==> config.mk <==
export PLATFORM = sky130hd
export DESIGN_NAME = fmul_round_pack_flat
export DESIGN_NICKNAME = d
export VERILOG_FILES = /design/src/rtl/fmul_round_pack_pkg.sv /design/src/rtl/fmul_round_pack_if.sv /design/src/rtl/fmul_round_pack_rounder.sv /design/src/rtl/fmul_round_pack.sv /design/src/flat_wrapper.sv
export SDC_FILE = /design/constraint.sdc
export NUM_CORES = 1
export LEC_CHECK = 0
export ABC_AREA = 0
export CORE_ASPECT_RATIO = 1.1
export CORE_MARGIN = 2
export CORE_UTILIZATION = 47
export CTS_CLUSTER_SIZE = 28
export DETAILED_ROUTE_END_ITERATION = 7
export PLACE_DENSITY_LB_ADDON = 0.1
export SYNTH_ARGS = -nofsm -noshare
export SYNTH_HDL_FRONTEND = slang
export SYNTH_SLANG_ARGS = --single-unit
==> constraint.sdc <==
create_clock -name clk -period 2.4 [get_ports clk]
set_input_delay 0.24 -clock clk [delete_from_list [all_inputs] [get_ports clk]]
set_output_delay 0.24 -clock clk [all_outputs]
set_load 0.02 [all_outputs]
==> src/rtl/fmul_round_pack_pkg.sv <==
// -----------------------------------------------------------------------------
// fp_pkg
// Shared constants and types for the single-precision multiply output stage.
//   fp_cls_t     : operand/result class codes (normal, zero, inf, NaN)
//   FP_*         : IEEE-754 single-precision field widths and special values
//   FLAG_*       : bit positions inside the 4-bit {nv, of, uf, nx} flag vector
//   fp_s1_t      : contents of the normalise-stage pipeline register
// No ports; imported by the interface, the rounder and the top.
// -----------------------------------------------------------------------------
package fp_pkg;

    localparam int FP_EXP_W  = 8;
    localparam int FP_MAN_W  = 23;
    localparam int FP_BIAS   = 127;
    localparam logic [31:0] FP_QNAN = 32'h7FC0_0000;

    // Biased exponent value that no longer fits a finite number (255).
    localparam int FP_EXP_MAX = 2 * FP_BIAS + 1;

    // Widths of the raw inputs coming from the multiplier array.
    localparam int FP_EIN_W  = 10;  // pre-normalisation exponent
    localparam int FP_E_W    = 11;  // internal signed exponent
    localparam int FP_PROD_W = 48;  // full mantissa product

    // Flag vector layout: {nv, of, uf, nx}.
    localparam int FLAG_NV = 3;
    localparam int FLAG_OF = 2;
    localparam int FLAG_UF = 1;
    localparam int FLAG_NX = 0;

    typedef enum logic [1:0] {
        FP_NORM = 2'b00,
        FP_ZERO = 2'b01,
        FP_INF  = 2'b10,
        FP_NAN  = 2'b11
    } fp_cls_t;

    // Normalise-stage register contents.
    typedef struct packed {
        logic                sign;
        fp_cls_t             cls;     // resolved result class
        logic                nv;      // zero x inf
        logic [FP_MAN_W-1:0] frac;
        logic                guard;
        logic                sticky;
        logic [FP_E_W-1:0]   e;       // two's-complement biased exponent
    } fp_s1_t;

endpackage

==> src/rtl/fmul_round_pack_if.sv <==
// -----------------------------------------------------------------------------
// fmul_round_pack_if
// Bundle between the multiplier array, the round/pack stage and the FP
// register-file writeback.
//   in_valid/in_ready   : input handshake
//   in_sign, in_exp,
//   in_prod, in_a_cls,
//   in_b_cls            : raw multiply result and operand classes
//   out_valid/out_ready : output handshake
//   out_data, out_flags : packed IEEE-754 result and {nv, of, uf, nx}
// Handshake: a transfer happens on a rising clock edge where valid and ready
// are both high; the producer holds its payload stable while valid is high
// and ready is low, and ready never depends on the producer's valid.
// Modports: master = upstream/consumer side (bench), slave = this stage.
// -----------------------------------------------------------------------------
interface fmul_round_pack_if;
    import fp_pkg::*;

    logic                  in_valid;
    logic                  in_ready;
    logic                  in_sign;
    logic [FP_EIN_W-1:0]   in_exp;
    logic [FP_PROD_W-1:0]  in_prod;
    logic [1:0]            in_a_cls;
    logic [1:0]            in_b_cls;
    logic                  out_valid;
    logic                  out_ready;
    logic [31:0]           out_data;
    logic [3:0]            out_flags;

    modport master (
        output in_valid, in_sign, in_exp, in_prod, in_a_cls, in_b_cls, out_ready,
        input  in_ready, out_valid, out_data, out_flags
    );

    modport slave (
        input  in_valid, in_sign, in_exp, in_prod, in_a_cls, in_b_cls, out_ready,
        output in_ready, out_valid, out_data, out_flags
    );

endinterface

==> src/rtl/fmul_round_pack_rounder.sv <==
// -----------------------------------------------------------------------------
// fp_rounder
// Combinational rounding of a normalised 23-bit fraction.
//   frac_i, guard_i, sticky_i : normalised fraction and the bits below it
//   e_i                       : signed biased exponent before rounding
//   frac_o, e_o               : rounded fraction, exponent after carry-out
//   nx_o                      : inexact (guard | sticky)
// Build option: FMUL_ROUND_RNE_EN defined selects round-to-nearest-even;
// undefined truncates (the fraction is never incremented).
// -----------------------------------------------------------------------------
module fp_rounder
    import fp_pkg::*;
(
    input  logic [FP_MAN_W-1:0] frac_i,
    input  logic                guard_i,
    input  logic                sticky_i,
    input  logic [FP_E_W-1:0]   e_i,
    output logic [FP_MAN_W-1:0] frac_o,
    output logic [FP_E_W-1:0]   e_o,
    output logic                nx_o
);

    logic          inc;
    logic [FP_MAN_W:0] sum;

    always_comb begin
        inc = 1'b0;
`ifdef FMUL_ROUND_RNE_EN
        // Round up above the halfway point, and on an exact tie only when
        // that makes the fraction even.
        inc = guard_i & (sticky_i | frac_i[0]);
`endif
        sum  = {1'b0, frac_i} + {{FP_MAN_W{1'b0}}, inc};
        nx_o = guard_i | sticky_i;

        // Carry out of the fraction: mantissa becomes 1.0 x 2^(e+1).
        if (sum[FP_MAN_W]) begin
            frac_o = '0;
            e_o    = e_i + {{(FP_E_W-1){1'b0}}, 1'b1};
        end else begin
            frac_o = sum[FP_MAN_W-1:0];
            e_o    = e_i;
        end
    end

endmodule

==> src/rtl/fmul_round_pack.sv <==
// -----------------------------------------------------------------------------
// fmul_round_pack
// Output stage of the single-precision multiply path: normalise (stage 1),
// then round, range-check and pack (stage 2). Two-deep valid/ready pipeline,
// latency 2, one result per cycle.
//   clk  : rising-edge clock
//   rst  : asynchronous active-high reset
//   bus  : fmul_round_pack_if.slave (input bundle, output result + flags)
// Rounding mode is chosen inside fp_rounder by FMUL_ROUND_RNE_EN.
// Both stages advance together on adv = !out_valid | out_ready.
// -----------------------------------------------------------------------------
module fmul_round_pack
    import fp_pkg::*;
(
    input  logic                  clk,
    input  logic                  rst,
    fmul_round_pack_if.slave      bus
);

    logic        adv;

    fp_s1_t      s1_d, s1_q;
    logic        s1_valid_d, s1_valid_q;

    logic        out_valid_d, out_valid_q;
    logic [31:0] out_data_d,  out_data_q;
    logic [3:0]  out_flags_d, out_flags_q;

    // Stage-1 combinational values
    logic        prod_hi;
    fp_cls_t     a_cls, b_cls;
    fp_s1_t      s1_new;

    // Stage-2 combinational values
    logic [FP_MAN_W-1:0] frac_rnd;
    logic [FP_E_W-1:0]   e_rnd;
    logic                nx_rnd;
    logic [31:0]         res_data;
    logic [3:0]          res_flags;

    assign adv          = !out_valid_q | bus.out_ready;
    assign bus.in_ready = adv;
    assign bus.out_valid = out_valid_q;
    assign bus.out_data  = out_data_q;
    assign bus.out_flags = out_flags_q;

    // ---------------- stage 1: normalise and classify ----------------
    always_comb begin
        a_cls   = fp_cls_t'(bus.in_a_cls);
        b_cls   = fp_cls_t'(bus.in_b_cls);
        prod_hi = bus.in_prod[FP_PROD_W-1];

        s1_new.sign = bus.in_sign;
        s1_new.nv   = 1'b0;
        // Product lies in [1,4): bit 47 set means one extra integer bit.
        if (prod_hi) begin
            s1_new.frac   = bus.in_prod[46:24];
            s1_new.guard  = bus.in_prod[23];
            s1_new.sticky = |bus.in_prod[22:0];
        end else begin
            s1_new.frac   = bus.in_prod[45:23];
            s1_new.guard  = bus.in_prod[22];
            s1_new.sticky = |bus.in_prod[21:0];
        end
        s1_new.e = {bus.in_exp[FP_EIN_W-1], bus.in_exp}
                 + {{(FP_E_W-1){1'b0}}, prod_hi};

        // NaN beats inf beats zero; zero x inf is an invalid operation.
        if (a_cls == FP_NAN || b_cls == FP_NAN) begin
            s1_new.cls = FP_NAN;
        end else if ((a_cls == FP_ZERO && b_cls == FP_INF) ||
                     (a_cls == FP_INF  && b_cls == FP_ZERO)) begin
            s1_new.cls = FP_NAN;
            s1_new.nv  = 1'b1;
        end else if (a_cls == FP_INF || b_cls == FP_INF) begin
            s1_new.cls = FP_INF;
        end else if (a_cls == FP_ZERO || b_cls == FP_ZERO) begin
            s1_new.cls = FP_ZERO;
        end else begin
            s1_new.cls = FP_NORM;
        end

        s1_d       = s1_q;
        s1_valid_d = s1_valid_q;
        if (adv) begin
            s1_valid_d = bus.in_valid;
            s1_d       = s1_new;
        end
    end

    // ---------------- stage 2: round, range-check, pack ----------------
    fp_rounder u_rounder (
        .frac_i   (s1_q.frac),
        .guard_i  (s1_q.guard),
        .sticky_i (s1_q.sticky),
        .e_i      (s1_q.e),
        .frac_o   (frac_rnd),
        .e_o      (e_rnd),
        .nx_o     (nx_rnd)
    );

    always_comb begin
        res_data  = '0;
        res_flags = '0;
        unique case (s1_q.cls)
            FP_NAN: begin
                res_data           = FP_QNAN;
                res_flags[FLAG_NV] = s1_q.nv;
            end
            FP_INF: begin
                res_data = {s1_q.sign, {FP_EXP_W{1'b1}}, {FP_MAN_W{1'b0}}};
            end
            FP_ZERO: begin
                res_data = {s1_q.sign, {(FP_EXP_W+FP_MAN_W){1'b0}}};
            end
            default: begin
                if (!e_rnd[FP_E_W-1] && e_rnd >= FP_E_W'(FP_EXP_MAX)) begin
                    res_data           = {s1_q.sign, {FP_EXP_W{1'b1}}, {FP_MAN_W{1'b0}}};
                    res_flags[FLAG_OF] = 1'b1;
                    res_flags[FLAG_NX] = 1'b1;
                end else if (e_rnd[FP_E_W-1] || e_rnd == '0) begin
                    // Flush to zero: no denormal results.
                    res_data           = {s1_q.sign, {(FP_EXP_W+FP_MAN_W){1'b0}}};
                    res_flags[FLAG_UF] = 1'b1;
                    res_flags[FLAG_NX] = 1'b1;
                end else begin
                    res_data           = {s1_q.sign, e_rnd[FP_EXP_W-1:0], frac_rnd};
                    res_flags[FLAG_NX] = nx_rnd;
                end
            end
        endcase

        out_valid_d = out_valid_q;
        out_data_d  = out_data_q;
        out_flags_d = out_flags_q;
        if (adv) begin
            out_valid_d = s1_valid_q;
            // Only real results overwrite the output registers, so the
            // output is quiet while bubbles pass.
            if (s1_valid_q) begin
                out_data_d  = res_data;
                out_flags_d = res_flags;
            end
        end
    end

    // ---------------- registers ----------------
    always_ff @(posedge clk or posedge rst) begin
        if (rst) begin
            s1_valid_q  <= 1'b0;
            s1_q        <= '0;
            out_valid_q <= 1'b0;
            out_data_q  <= '0;
            out_flags_q <= '0;
        end else begin
            s1_valid_q  <= s1_valid_d;
            s1_q        <= s1_d;
            out_valid_q <= out_valid_d;
            out_data_q  <= out_data_d;
            out_flags_q <= out_flags_d;
        end
    end

endmodule
==> src/flat_wrapper.sv <==
// flat-port wrapper written by rule: the top's interface ports become plain ports
module fmul_round_pack_flat import fp_pkg::*;
  (clk, rst, bus_in_valid, bus_in_sign, bus_in_exp, bus_in_prod, bus_in_a_cls, bus_in_b_cls, bus_out_ready, bus_in_ready, bus_out_valid, bus_out_data, bus_out_flags);
  fmul_round_pack_if bus_i ();
  input  logic clk;
  input  logic rst;
  input wire logic [$bits(bus_i.in_valid)-1:0] bus_in_valid;
  input wire logic [$bits(bus_i.in_sign)-1:0] bus_in_sign;
  input wire logic [$bits(bus_i.in_exp)-1:0] bus_in_exp;
  input wire logic [$bits(bus_i.in_prod)-1:0] bus_in_prod;
  input wire logic [$bits(bus_i.in_a_cls)-1:0] bus_in_a_cls;
  input wire logic [$bits(bus_i.in_b_cls)-1:0] bus_in_b_cls;
  input wire logic [$bits(bus_i.out_ready)-1:0] bus_out_ready;
  output wire logic [$bits(bus_i.in_ready)-1:0] bus_in_ready;
  output wire logic [$bits(bus_i.out_valid)-1:0] bus_out_valid;
  output wire logic [$bits(bus_i.out_data)-1:0] bus_out_data;
  output wire logic [$bits(bus_i.out_flags)-1:0] bus_out_flags;
  assign bus_i.in_valid = bus_in_valid;
  assign bus_i.in_sign = bus_in_sign;
  assign bus_i.in_exp = bus_in_exp;
  assign bus_i.in_prod = bus_in_prod;
  assign bus_i.in_a_cls = bus_in_a_cls;
  assign bus_i.in_b_cls = bus_in_b_cls;
  assign bus_i.out_ready = bus_out_ready;
  assign bus_in_ready = bus_i.in_ready;
  assign bus_out_valid = bus_i.out_valid;
  assign bus_out_data = bus_i.out_data;
  assign bus_out_flags = bus_i.out_flags;
  fmul_round_pack u_core (.clk(clk), .rst(rst), .bus(bus_i));
endmodule
==> results of run 1 <==
power groups by stage:
stage / registers (W) / clock network, W / logic, W
after global routing: 0.00163 / 0.000972 / 0.000823
final: 0.00161 / 0.000879 / 0.000747
after global placement: 0.00163 / 0 / 0.000741
after CTS: 0.00161 / 0.000905 / 0.000760
after floorplan: 0.00170 / 0 / 0.000317
after detailed placement: 0.00164 / 0 / 0.000756
flip-flops by register name (all words and copies together) (netlist names):
register              count
u_core.s1_q              40
u_core.bus.out_data      32
u_core.bus.out_flags      4
u_core.bus.out_valid      1
u_core.s1_valid_q         1
stage by stage:
stage | instances | instance area, µm² | worst slack (ns) | power [W] | utilization [%]
after global routing | 518 | 4740 | 0.399 | 0.00343 | 66.9
after CTS | 518 | 4740 | 0.450 | 0.00328 | 66.9
after floorplan | 328 | 3460 | 0.165 | 0.00201 | -
after global placement | 502 | 4560 | 0.429 | 0.00237 | 64.3
after detailed placement | 502 | 4560 | 0.368 | 0.00239 | 64.3
final | 518 | 4740 | 0.474 | 0.00324 | 66.9
final timing paths:
kind	start	to	slack (ns)
min	rst	u_core.bus.out_data[1]	0.23
min in group clk	bus_in_valid	u_core.s1_valid_q	0.43
min reg2reg	u_core.bus.out_data[31]	u_core.bus.out_data[31]	0.47
max reg2reg	u_core.bus.out_valid	u_core.bus.out_data[6]	0.65
max	u_core.bus.out_valid	bus_in_ready	0.47
max in group asynchronous	rst	u_core.s1_q[33]	1.56
layout make-up:
| class | instances | share of cell area, % |
|---|---|---|
| clock buffer | 9 | 2.61 |
| clock inverter | 7 | 1.16 |
| inverter | 3 | 0.290 |
| multi-input combinational | 227 | 29.5 |
| sequential | 78 | 41.2 |
| tap | 85 | 2.24 |
| timing repair buffer | 109 | 23.0 |
placed cells by master (no fill, tap or decap), types with 2 or more instances in the layout:
cell type        synthesis  routed
clkbuf_8                 0       9
a22o_1                  21      21
xnor2_1                  6       6
buf_4                    0       4
o21ai_0                 43      43
nand3_1                  9       9
or4_4                    2       2
a21oi_1                  9       9
clkinv_2                 1       3
mux2i_1                 24      24
nor2_1                  17      17
clkinvlp_4               0       2
inv_6                    0       3
nand2_1                 58      58
nor4_1                   5       5
dfrtp_1                 78      78
clkdlybuf4s50_1          0     104
nor3_1                   6       6
a22o_2                   2       2
xor2_1                   2       2
ha_1                     2       2
nand4_1                  3       3
cell usage after synthesis, types with 2 or more instances:
master,count
inv_1,2
buf_2,5
dfrtp_1,78
a21oi_1,9
nand2_1,58
xnor2_1,6
xor2_1,2
a22o_2,2
clkbuf_1,12
o21ai_0,43
buf_6,3
mux2i_1,24
a22o_1,21
nand4_1,3
or4_4,2
nor4_1,5
nor2_1,17
nand3_1,9
ha_1,2
nor3_1,6
routing by layer:
metal	part of all wire (%)	global-route usage, %	routed length, µm	up-vias
li1	-	-	-	1358
met1	45	27.9	3440	1321
met2	49	32.8	3770	80
met3	5.3	4.83	408	5
met4	0.91	6.88	70	0
met5	0	0	0	-
critical path: cells and delay by family (launching register included):
family | cells | cell delay [ns]
flops | 1 | 0.40
simple gates | 1 | 0.14
buf+inv | 2 | 0.81
cells by family (layout without fill, tap and decap cells):
kind of cell	after synthesis	count (layout)
buffers and inverters	23	128
AND/OR/NAND/NOR	110	110
multiplexers	24	24
adder cells (fa/ha/maj)	2	2
flip-flops	78	78
XOR/XNOR	8	8
AO/OA/AOI/OAI	83	83
==> impl_metrics.toml, run 1 <==
[global_route]
gr-total-overflow = 0
grt_pass1_vias = 2711
grt_use_total_pct = 20.6
grt_max_degree = 72
grt_antenna_before_repair = 0
grt_pass1_wl_um = 12800

[routing]
drc_errors = 8
wl_per_cell_um = 14.8
viasPerCell = 5.34
drt-initial-drc-count = 153
vias = 2764
wl_um = 7690
firstDrtPassIters = 8
antenna_left = 0

[status]
status = "finished, violations left"
violations = "design-rule violations"

[pwr]
p_int_w = 0.00224
peakVddDrop_uv = 359
powerDensity_nw_per_um2 = 683
switching_share_pct = 31.0
total_leakage_power_nw = 2.00
net-switching-power_w = 0.00100
pwr-share-clk_pct = 27.1
seq_power_share_pct = 49.8
comb_power_share_pct = 23.1

[floorplanning]
io_pins = 105
initial_core_util_pct = 48.8
core_um2 = 7090
rows = 32
design.die.area_um2 = 8060
die_w_um = 85.8
die_y_um = 94.0

[sta]
skew_ns = 0.00781
fin_crit_sh_pct = 80.3
slew_headroom_pct = 60.9
rsz0062_at_grt = "false"
min_period_ns = 1.93
finalSetupTns_ns = 0
hold_violations = 0
worst_slew_pin_slew_ns = 0.587
drv_slew = 0
holdWs_ns = 0.226
fmax_mhz = 519
setup_viol = 0

[finish]
n_antenna_cell = 0
area_growth_pct = 37.1
final_layout_size_suffix_gt1_share_pct = 7.85
regArea_um2 = 1950
nNetsFinal = 497
fill_cells = 595
multi_input_area_um2 = 1400

[yosys]
synth-compound-area-share_pct = 15.3
synthArstFlopShare_pct = 100
syn_area_um2 = 3460
synth-simple-area-share_pct = 15.1
seq_area_frac_synth_pct = 56.5
synthMuxAreaShare_pct = 6.95
synth_cell_type_count = 39
ys_ff_latch = 78
synth_top_area_share_pct = 56.5
synthXorXnorAreaFrac_pct = 2.03
synthFlopType = "dfrtp_1"
synth_edf_count = 0
synth_fa_ha_area_share_pct = 0.724
syn_inst = 328
yosys_warnings = 0
synth_top_family_by_area = "compound AO/OA/AOI/OAI gates"
syn_nets = 397
yosysTopAreaCell = "dfrtp_1"
synth.avg_cell_area_um2 = 10.5
netlist_top_cells_area = "dfrtp_1 (56%), mux2i_1 (6.9%), nand2_1 (6.3%)"

[place]
place_congestion = 0.799
io_buffers = 104
hpwl_um = 5710

[clock_network]
cts_buffer_depth = 2
post-cts-setup-buffer-count = 0
post_cts_resized = 0
htreeDepth = 3
cts_tree = "done"
cts_hold_buf = 0
clk_pin_slew_ns = 0.09
cts_buffers = 9
cts_num_sinks = 78
clk_latency_ns = 0.34
clockRootBuffer = "clkbuf_8"

[worst_setup_path]
worstPathRequired_ns = 2.16
crit_fanout = 15
end_kind = "output pin"
worstPathCellList = "nor2b_4 > clkinv_2 > clkdlybuf4s50_1"
path_class = "reg -> out"
worstSetupStartpointType = "register"
cp_slowest_stage_delay_ns = 0.65
reg2regPathDepth = 6
crit_slowest_cell = "clkdlybuf4s50_1"
crit_arrival_ns = 1.69

[hold_path]
hp-class = "in -> async"

[flow_run]
cap_violations = 0
Power figures use the tool's default switching activity.
==> run 2: changes to the inputs <==
clock period = 1.98 ns   (was 2.4 ns; I/O delays follow)
==> impl_metrics.toml, run 2 (synthesis gave the netlist of run 1 again) <==
[worst_setup_path]
crit_fanout = 4
worstPathCellList = "nor2b_4 > clkinv_2 > clkdlybuf4s50_1"
worstPathRequired_ns = 1.78
worstSetupStartpointType = "register"
reg2regPathDepth = 5
reg2reg_from = "u_core.s1_q[5]"
path_class = "reg -> out"
r2r_end = "u_core.bus.out_data[20]"
crit_arrival_ns = 1.57
end_kind = "output pin"
crit_slowest_cell = "clkdlybuf4s50_1"
startpoint = "u_core.bus.out_valid"
cp_slowest_stage_delay_ns = 0.64
crit_end = "bus_in_ready"
r2r_slack_ns = 0.30

[clock_network]
clk_pin_slew_ns = 0.08
cts_num_sinks = 78
cts_hold_buf = 0
cts_tree = "done"
htreeDepth = 3
post_cts_resized = 0
post-cts-setup-buffer-count = 0
cts_buffer_depth = 2
cts_buffers = 9
clk_latency_ns = 0.34
clockRootBuffer = "clkbuf_8"

[routing]
wl_um = 7720
antenna_left = 0
drc_errors = 10
wl_per_cell_um = 14.8
drt-initial-drc-count = 169
firstDrtPassIters = 8
vias = 2748
viasPerCell = 5.28

[floorplanning]
die_y_um = 94.0
io_pins = 105
design.die.area_um2 = 8060
core_um2 = 7090
die_w_um = 85.8
rows = 32
initial_core_util_pct = 48.8

[hold_path]
hp-class = "in -> async"

[finish]
final_cell_mix = "clkdlybuf4s50_1 (104), dfrtp_1 (78), nand2_1 (58)"
layout_commonest_cell = "clkdlybuf4s50_1"
area_growth_pct = 38.4
nNetsFinal = 500
final_layout_size_suffix_gt1_share_pct = 8.28
top_register = "u_core.s1_q"
fin_area_um2 = 4780
n_antenna_cell = 0
largest_reg_flops = 40

[place]
io_buffers = 104
post-place-ws_ns = 0.128
placed_cell_area_um2 = 4600
hpwl_um = 5630
place_congestion = 0.822

[global_route]
grt_pass1_vias = 2650
grt_antenna_before_repair = 0
grt_max_degree = 79
gr-total-overflow = 0
grt_pass1_wl_um = 12700
grt_use_total_pct = 20.3

[sta]
drv_slew = 0
finalSetupTns_ns = 0
final.setup.worst_slack_ns = 0.208
slew_headroom_pct = 58.4
fmax_mhz = 564
worst_slew_pin_slew_ns = 0.623
setup_viol = 0
hold_violations = 0
min_period_ns = 1.77
fin_crit_sh_pct = 89.5
rsz0062_at_grt = "false"
skew_ns = 0.0103

[pwr]
powerDensity_nw_per_um2 = 839
total_leakage_power_nw = 2.03
peakVddDrop_uv = 430

[flow_run]
cap_violations = 0

[status]
violations = "design-rule violations"
status = "finished, violations left"
==> run 2: cell count changes in the layout (fill, tap and decap cells not counted), sizes merged <==
cell / before / now
clkinv: 4 / 5
clkinvlp: 2 / 1
bufinv: 0 / 1
buf: 5 / 8
inv: 4 / 1
clkbuf: 9 / 10
==> run 2: worst min-delay path by stage <==
stage	end	slack, ns	cells past startpoint
finish	u_core.s1_q[14]	0.30	3
CTS	u_core.bus.out_data[1]	0.32	3
global route	u_core.bus.out_data[1]	0.35	3
detailed placement	u_core.bus.out_data[31]	0.46	2
floorplan	u_core.s1_q[39]	0.31	2
global placement	u_core.bus.out_data[31]	0.45	2
==> run 2: per-stage QoR <==
stage          total power [W]  hold WS, ns  util [%]  std cells
3_3_place_gp           0.00289        0.448      64.9        505
3_5_place_dp           0.00291        0.463      64.9        505
4_1_cts                0.00406        0.324      67.5        520
6_report               0.00401        0.300      67.5        520
5_1_grt                0.00422        0.354      67.5        520
2_1_floorplan          0.00244        0.310         -        328
==> run 2: power breakdown <==
group | total (W) | switching, W | internal, W
clock | 0.00115 | 0.000547 | 0.000601
combinational | 0.000919 | 0.000470 | 0.000449
sequential | 0.00195 | 0.000144 | 0.00180
total | 0.00401 | 0.00116 | 0.00285
==> run 2: per-layer routing <==
metal,share of wire (%),vias to the layer above,GRT usage [%]
met5,0,-,0
met4,1.5,0,7.94
met3,6.1,11,4.48
met2,46,79,32.0
met1,46,1290,27.4
li1,-,1368,-
==> run 2: final cells by class <==
cell class              instances  area (µm²)
fillers                       596        2300
repair buffers                112        1130
clock buffers                  10         138
inverters                       3        16.3
flip-flops and latches         78        1950
multi-input cells             227        1400
well taps                      85         106
clock inverters                 5        50.0
==> run 2: critical path, delay by kind of cell, from the launching register on <==
kind | cells | cell delay, ns
and+or+nand+nor | 1 | 0.14
buffers and inverters | 2 | 0.71
DFF | 1 | 0.39
